## config.mk

```make
export PLATFORM = sky130hd
export DESIGN_NAME = mem_arbiter_flat
export DESIGN_NICKNAME = d
export VERILOG_FILES = /design/src/rtl/mem_arbiter_pkg.sv /design/src/rtl/mem_arbiter_if.sv /design/src/rtl/mem_wait_cnt.sv /design/src/rtl/mem_arbiter.sv /design/src/flat_wrapper.sv
export SDC_FILE = /design/constraint.sdc
export NUM_CORES = 1
export LEC_CHECK = 0
export CORE_ASPECT_RATIO = 0.7
export CORE_MARGIN = 4
export CORE_UTILIZATION = 45
export DETAILED_ROUTE_END_ITERATION = 7
export PLACE_DENSITY = 0.86
export SETUP_SLACK_MARGIN = 0.2
export SYNTH_ARGS = -nofsm -noshare
export SYNTH_HDL_FRONTEND = slang
export SYNTH_HIERARCHICAL = 1
export SYNTH_SLANG_ARGS = --single-unit
export TNS_END_PERCENT = 100
```

## constraint.sdc

```tcl
create_clock -name clk -period 3.4 [get_ports clk]
set_input_delay 0.51 -clock clk [delete_from_list [all_inputs] [get_ports clk]]
set_output_delay 0.51 -clock clk [all_outputs]
set_load 0.1 [all_outputs]
```

## src/rtl/mem_arbiter_pkg.sv

```systemverilog
// mem_arbiter_pkg: shared types and constants for the unified-memory arbiter.
//   state_t  : arbiter FSM state encoding
//   owner_t  : which requester owns the current access
//   MEM_LAT_DEF : default number of cycles the memory bus is held per access
package mem_arbiter_pkg;

    localparam int MEM_LAT_DEF = 4;

    typedef enum logic [1:0] {
        IDLE   = 2'd0,
        ACCESS = 2'd1,
        DONE   = 2'd2
    } state_t;

    typedef enum logic {
        OWN_I = 1'b0,
        OWN_D = 1'b1
    } owner_t;

endpackage

```

## src/rtl/mem_arbiter_if.sv

```systemverilog
// mem_arbiter_if: requester and memory-bus signals of the arbiter.
//   I-side : i_req, i_addr -> i_rdata, i_ack
//   D-side : d_req, d_wr, d_addr, d_wdata -> d_rdata, d_ack
//   Memory : mem_en, mem_wr, mem_addr, mem_wdata <- mem_rdata
//   Status : busy
// slave modport is the arbiter's view; master is the environment's view.
interface mem_arbiter_if #(
    parameter int ADDR_W = 16,
    parameter int DATA_W = 16
) ();
    logic              i_req;
    logic [ADDR_W-1:0] i_addr;
    logic [DATA_W-1:0] i_rdata;
    logic              i_ack;

    logic              d_req;
    logic              d_wr;
    logic [ADDR_W-1:0] d_addr;
    logic [DATA_W-1:0] d_wdata;
    logic [DATA_W-1:0] d_rdata;
    logic              d_ack;

    logic              mem_en;
    logic              mem_wr;
    logic [ADDR_W-1:0] mem_addr;
    logic [DATA_W-1:0] mem_wdata;
    logic [DATA_W-1:0] mem_rdata;

    logic              busy;

    modport slave (
        input  i_req, i_addr, d_req, d_wr, d_addr, d_wdata, mem_rdata,
        output i_rdata, i_ack, d_rdata, d_ack,
               mem_en, mem_wr, mem_addr, mem_wdata, busy
    );

    modport master (
        output i_req, i_addr, d_req, d_wr, d_addr, d_wdata, mem_rdata,
        input  i_rdata, i_ack, d_rdata, d_ack,
               mem_en, mem_wr, mem_addr, mem_wdata, busy
    );
endinterface

```

## src/rtl/mem_wait_cnt.sv

```systemverilog
// mem_wait_cnt: 4-bit access-cycle counter.
//   clk, rst : clock, synchronous active-high reset
//   i_clr    : force count to 0
//   i_en     : advance count by one
//   o_term   : count has reached MEM_LAT-1 (final access cycle)
// MEM_LAT legal range is 1..15 so MEM_LAT-1 always fits in 4 bits.
module mem_wait_cnt
    import mem_arbiter_pkg::*;
#(
    parameter int MEM_LAT = MEM_LAT_DEF
) (
    input  logic clk,
    input  logic rst,
    input  logic i_clr,
    input  logic i_en,
    output logic o_term
);
    logic [3:0] r_cnt;

    always_ff @(posedge clk) begin
        if (rst || i_clr)
            r_cnt <= '0;
        else if (i_en)
            r_cnt <= r_cnt + 4'd1;
    end

    assign o_term = (r_cnt == 4'(MEM_LAT - 1));
endmodule

```

## src/rtl/mem_arbiter.sv

```systemverilog
// mem_arbiter: shares one fixed-latency single-port memory between the
// instruction-fetch side (read only) and the data side (load/store).
//   clk, rst : clock, synchronous active-high reset
//   bus      : mem_arbiter_if.slave (requester handshakes, memory bus, busy)
// Each access: grant in IDLE, hold the bus MEM_LAT cycles in ACCESS, then a
// one-cycle ack in DONE. Contention alternates between the two sides.
module mem_arbiter
    import mem_arbiter_pkg::*;
#(
    parameter int ADDR_W  = 16,
    parameter int DATA_W  = 16,
    parameter int MEM_LAT = MEM_LAT_DEF
) (
    input  logic          clk,
    input  logic          rst,
    mem_arbiter_if.slave  bus
);
    state_t            r_state;
    owner_t            r_owner;
    owner_t            r_last;
    logic              w_term;
    logic              w_grant_d;
    owner_t            w_own;
    logic [ADDR_W-1:0] w_addr;
    logic [DATA_W-1:0] w_wdata;

    // D wins when it is alone, or on contention when I was served last.
    assign w_grant_d = bus.d_req & (~bus.i_req | (r_last == OWN_I));
    assign w_own     = w_grant_d ? OWN_D : OWN_I;
    assign w_addr    = w_grant_d ? bus.d_addr : bus.i_addr;
    assign w_wdata   = w_grant_d ? bus.d_wdata : '0;

    // Held at zero throughout IDLE so it starts from 0 on the first ACCESS cycle.
    mem_wait_cnt #(.MEM_LAT(MEM_LAT)) u_wait (
        .clk    (clk),
        .rst    (rst),
        .i_clr  (r_state == IDLE),
        .i_en   (r_state == ACCESS),
        .o_term (w_term)
    );

    always_ff @(posedge clk) begin
        if (rst) begin
            r_state       <= IDLE;
            r_owner       <= OWN_I;
            r_last        <= OWN_I;
            bus.mem_en    <= 1'b0;
            bus.mem_wr    <= 1'b0;
            bus.mem_addr  <= '0;
            bus.mem_wdata <= '0;
            bus.i_ack     <= 1'b0;
            bus.d_ack     <= 1'b0;
            bus.i_rdata   <= '0;
            bus.d_rdata   <= '0;
            bus.busy      <= 1'b0;
        end else begin
            bus.i_ack <= 1'b0;
            bus.d_ack <= 1'b0;
            case (r_state)
                IDLE: begin
                    if (bus.i_req || bus.d_req) begin
                        r_owner       <= w_own;
                        r_last        <= w_own;
                        bus.mem_en    <= 1'b1;
                        bus.mem_wr    <= w_grant_d & bus.d_wr;
                        bus.mem_addr  <= w_addr;
                        bus.mem_wdata <= w_wdata;
                        bus.busy      <= 1'b1;
                        r_state       <= ACCESS;
                    end
                end
                ACCESS: begin
                    if (w_term) begin
                        // mem_wr still holds the latched direction here.
                        if (!bus.mem_wr) begin
                            if (r_owner == OWN_D) bus.d_rdata <= bus.mem_rdata;
                            else                  bus.i_rdata <= bus.mem_rdata;
                        end
                        if (r_owner == OWN_D) bus.d_ack <= 1'b1;
                        else                  bus.i_ack <= 1'b1;
                        bus.mem_en <= 1'b0;
                        bus.mem_wr <= 1'b0;
                        r_state    <= DONE;
                    end
                end
                DONE: begin
                    bus.busy <= 1'b0;
                    r_state  <= IDLE;
                end
                default: begin
                    bus.mem_en <= 1'b0;
                    bus.mem_wr <= 1'b0;
                    bus.busy   <= 1'b0;
                    r_state    <= IDLE;
                end
            endcase
        end
    end
endmodule

```

## src/flat_wrapper.sv

```systemverilog
// flat-port wrapper written by rule: the top's interface ports become plain ports
module mem_arbiter_flat import mem_arbiter_pkg::*;
#(
    parameter int ADDR_W  = 16,
    parameter int DATA_W  = 16,
    parameter int MEM_LAT = MEM_LAT_DEF
)
  (clk, rst, bus_i_req, bus_i_addr, bus_d_req, bus_d_wr, bus_d_addr, bus_d_wdata, bus_mem_rdata, bus_i_rdata, bus_i_ack, bus_d_rdata, bus_d_ack, bus_mem_en, bus_mem_wr, bus_mem_addr, bus_mem_wdata, bus_busy);
  mem_arbiter_if #(.ADDR_W(ADDR_W), .DATA_W(DATA_W)) bus_i ();
  input  logic clk;
  input  logic rst;
  input wire logic [$bits(bus_i.i_req)-1:0] bus_i_req;
  input wire logic [$bits(bus_i.i_addr)-1:0] bus_i_addr;
  input wire logic [$bits(bus_i.d_req)-1:0] bus_d_req;
  input wire logic [$bits(bus_i.d_wr)-1:0] bus_d_wr;
  input wire logic [$bits(bus_i.d_addr)-1:0] bus_d_addr;
  input wire logic [$bits(bus_i.d_wdata)-1:0] bus_d_wdata;
  input wire logic [$bits(bus_i.mem_rdata)-1:0] bus_mem_rdata;
  output wire logic [$bits(bus_i.i_rdata)-1:0] bus_i_rdata;
  output wire logic [$bits(bus_i.i_ack)-1:0] bus_i_ack;
  output wire logic [$bits(bus_i.d_rdata)-1:0] bus_d_rdata;
  output wire logic [$bits(bus_i.d_ack)-1:0] bus_d_ack;
  output wire logic [$bits(bus_i.mem_en)-1:0] bus_mem_en;
  output wire logic [$bits(bus_i.mem_wr)-1:0] bus_mem_wr;
  output wire logic [$bits(bus_i.mem_addr)-1:0] bus_mem_addr;
  output wire logic [$bits(bus_i.mem_wdata)-1:0] bus_mem_wdata;
  output wire logic [$bits(bus_i.busy)-1:0] bus_busy;
  assign bus_i.i_req = bus_i_req;
  assign bus_i.i_addr = bus_i_addr;
  assign bus_i.d_req = bus_d_req;
  assign bus_i.d_wr = bus_d_wr;
  assign bus_i.d_addr = bus_d_addr;
  assign bus_i.d_wdata = bus_d_wdata;
  assign bus_i.mem_rdata = bus_mem_rdata;
  assign bus_i_rdata = bus_i.i_rdata;
  assign bus_i_ack = bus_i.i_ack;
  assign bus_d_rdata = bus_i.d_rdata;
  assign bus_d_ack = bus_i.d_ack;
  assign bus_mem_en = bus_i.mem_en;
  assign bus_mem_wr = bus_i.mem_wr;
  assign bus_mem_addr = bus_i.mem_addr;
  assign bus_mem_wdata = bus_i.mem_wdata;
  assign bus_busy = bus_i.busy;
  mem_arbiter #(.ADDR_W(ADDR_W), .DATA_W(DATA_W), .MEM_LAT(MEM_LAT)) u_core (.clk(clk), .rst(rst), .bus(bus_i));
endmodule
```

==> results.json <==
{
  "grt_start_max_net_pins": 54,
  "syn_nets": 372,
  "dp_cells": 509,
  "synth.distinct_cells": 36,
  "worstPathArrival_ns": 1.86,
  "antenna_found_initial": 0,
  "rsz0062_at_grt": "false",
  "vias": 2713,
  "clock_skew_ns": 0.00509,
  "ys_seq_elements": 76,
  "maxSlewViolCount": 0,
  "place.gp.congestion": 0.800,
  "drive_gt1_share_pct": 7.16,
  "dpl_cell_area_mm2": 0.00445,
  "multi_input_area_mm2": 0.00143,
  "seqCellArea_mm2": 0.00152,
  "cts_hold_buf": 0,
  "critical_path.cell_chain": "clkdlybuf4s50_1",
  "tritoncts": "built",
  "clock_path_buffers": 2,
  "clock_latency_ns": 0.34,
  "portBuffers": 137,
  "cts_sinks": 76,
  "synth_edf_count": 0,
  "r2r-end": "u_core/bus.d_rdata[15]",
  "die_area_mm2": 0.00822,
  "cap_violations": 0,
  "synth_top_family_by_area": "simple AND/OR/NAND/NOR gates",
  "drtAntennaViolNets": 0,
  "wl_per_cell_um": 16.0,
  "outcome": "finished clean",
  "fin_area_mm2": 0.00465,
  "hold_start": "u_core/bus.mem_en",
  "synthXorXnorAreaFrac_pct": 0.285,
  "yosys.area_share.adder_pct": 0.408,
  "synthMuxAreaShare_pct": 11.1,
  "synthCells": 302,
  "syn_area_mm2": 0.00307,
  "htreeDepth": 3,
  "cpMaxStageDelayCell": "clkdlybuf4s50_1",
  "crit_type": "reg2out",
  "routed_wirelength_um": 8380,
  "grt_usage_pct": 20.4,
  "hp-class": "reg2reg",
  "grt_pass1_wl_um": 13500,
  "ys_seq_area_share_pct": 49.6,
  "cp_num_buf_inv": 1,
  "yosysWarnings": 6,
  "synthArstFlopShare_pct": 0,
  "syn2layout_area_growth_pct": 51.6,
  "critical-path-top-delay-family": "buffers and inverters",
  "dr.first_iter.drc_count": 90,
  "tightest_slew_ns": 1.02,
  "initial_utilization_pct": 47.7,
  "post-route-min-period_ns": 2.37,
  "cp.required_ns": 2.89,
  "first_pass_iters": 4,
  "slew_headroom_pct": 31.5,
  "cts_buffers": 9,
  "max_stage_delay_ns": 1.16,
  "cts.clk_slew.worst_paths_ns": 0.07,
  "synth.most_common_cell": "dfxtp_1",
  "hold_viol_final": 0,
  "whs_path_depth": 2,
  "r2r-start": "u_core/u_wait/r_cnt[0]",
  "drc": 0,
  "synth_ff_type": "dfxtp_1",
  "routed_via_density": 5.18,
  "peakVddDrop_v": 0.000367,
  "dp_hpwl_um": 6050,
  "power.density_mw_per_mm2": 472,
  "start_kind": "register",
  "synth_top_area_cell": "dfxtp_1",
  "stdcell_count": 524,
  "root_buffer": "clkbuf_8",
  "grt_pass1_vias": 2627,
  "fillers": 510,
  "leakagePower_nw": 1.79,
  "postCtsSetupRepairBufs": 0,
  "die_y_um": 77.1,
  "fin_crit_sh_pct": 69.7,
  "n_antenna_cell": 0,
  "cp_max_fo": 2,
  "r2r_cells": 5,
  "grt-ovfl-total": 0,
  "synthDominantCellAreaShare_pct": 49.6,
  "r2r_slack_ns": 1.12,
  "synth_simple_gate_area_share_pct": 19.7,
  "layout_setup_ws_ns": 1.03,
  "whs_endpoint": "u_core/bus.mem_en",
  "finalSetupViolCount": 0,
  "final_nets": 499,
  "syn_avg_cell_area_um2": 10.2,
  "dieWidth_um": 107,
  "cts_resized": 0,
  "fin_setup_tns_ns": 0,
  "synth_commonest_cells": "76 x dfxtp_1, 50 x nand2b_1, 35 x nand2_1",
  "pre_cts_ws_ns": 0.970,
  "max_freq_mhz": 422,
  "ios": 138,
  "synth_compound_area_share_pct": 14.7,
  "synthTopCellsByArea": "dfxtp_1 50%, mux2i_1 11%, nand2b_1 10%",
  "core_area_mm2": 0.00643,
  "end_kind": "output port",
  "row_count": 24
}
## area by class of cell
class	instances	share of cell area [%]
flip-flops and latches	76	32.7
multi-input cells	202	30.6
clock inverters	5	1.67
well taps	91	2.45
clock buffers	10	2.74
repair buffers	140	29.8
## flip-flops by register name, summed over array words and instances, names as in the netlist, 2 cells and up
register,count
u_core/r_state,2
u_core/bus.d_rdata,16
u_core/bus.mem_addr,16
u_core/bus.mem_wdata,16
u_core/u_wait/r_cnt,4
u_core/bus.i_rdata,16
## cells by family (layout without fill, tap and decap cells)
family / Yosys count / in the layout
simple gates: 106 / 106
flops: 76 / 76
compound gates: 60 / 60
mux: 34 / 34
buf+inv: 24 / 155
fa+ha+maj: 1 / 1
xor+xnor: 1 / 1
## how the worst max path moves through the flow
stage                                start                endpoint  slack (ns)  cells past startpoint
global route        u_core/u_wait/r_cnt[0]  u_core/bus.d_rdata[15]        0.93                      5
finish              u_core/bus.mem_addr[3]         bus_mem_addr[3]        1.03                      1
detailed placement               bus_i_req       u_core/bus.mem_wr        0.97                      4
floorplan           u_core/u_wait/r_cnt[0]  u_core/bus.d_rdata[13]        1.54                      6
CTS                 u_core/bus.mem_addr[3]         bus_mem_addr[3]        1.01                      1
global placement                 bus_i_req       u_core/bus.mem_wr        1.07                      4
## metrics by stage
stage	hold slack, ns	utilization (%)	power [mW]
after floorplan	0.487	-	1.33
after global placement	0.446	69.2	1.49
after detailed placement	0.462	69.2	1.49
after CTS	0.473	72.4	2.22
after global routing	0.491	72.4	2.28
final	0.473	72.4	2.20
## per-layer routing
metal	global-route usage, %	share of wire, %	vias to the layer above
li1	-	-	1310
met5	0	0	-
met3	6.88	7.6	8
met2	34.0	48	114
met1	25.4	44	1281
met4	4.85	1.1	0
## cells in the final DEF (no fill, tap or decap), types with 3 or more instances in the layout
master and n:
a22o_1 16, clkdlybuf4s50_1 135, dfxtp_1 76, a311oi_1 16, buf_4 4, nand2b_1 50, mux2i_1 33, nand2_1 35
clkbuf_8 9, a21oi_1 21, nor2_1 3, a21bo_2 3
## power by group
part	leakage, nW	switching [mW]	internal, mW	total [mW]
Sequential	0.620	0.0245	0.927	0.951
Clock	0.102	0.313	0.407	0.720
Combinational	1.06	0.352	0.173	0.525
Total	1.79	0.689	1.51	2.20
## worst reg2reg max path, cell delays in order (launching register included)
cell and delay [ns]:
dfxtp_1 0.38, ha_1 0.20, nor3b_1 0.47, nand2_2 0.16
nor4b_2 0.74, mux2i_1 0.26
No activity file was read; power rests on OpenSTA's default activity.
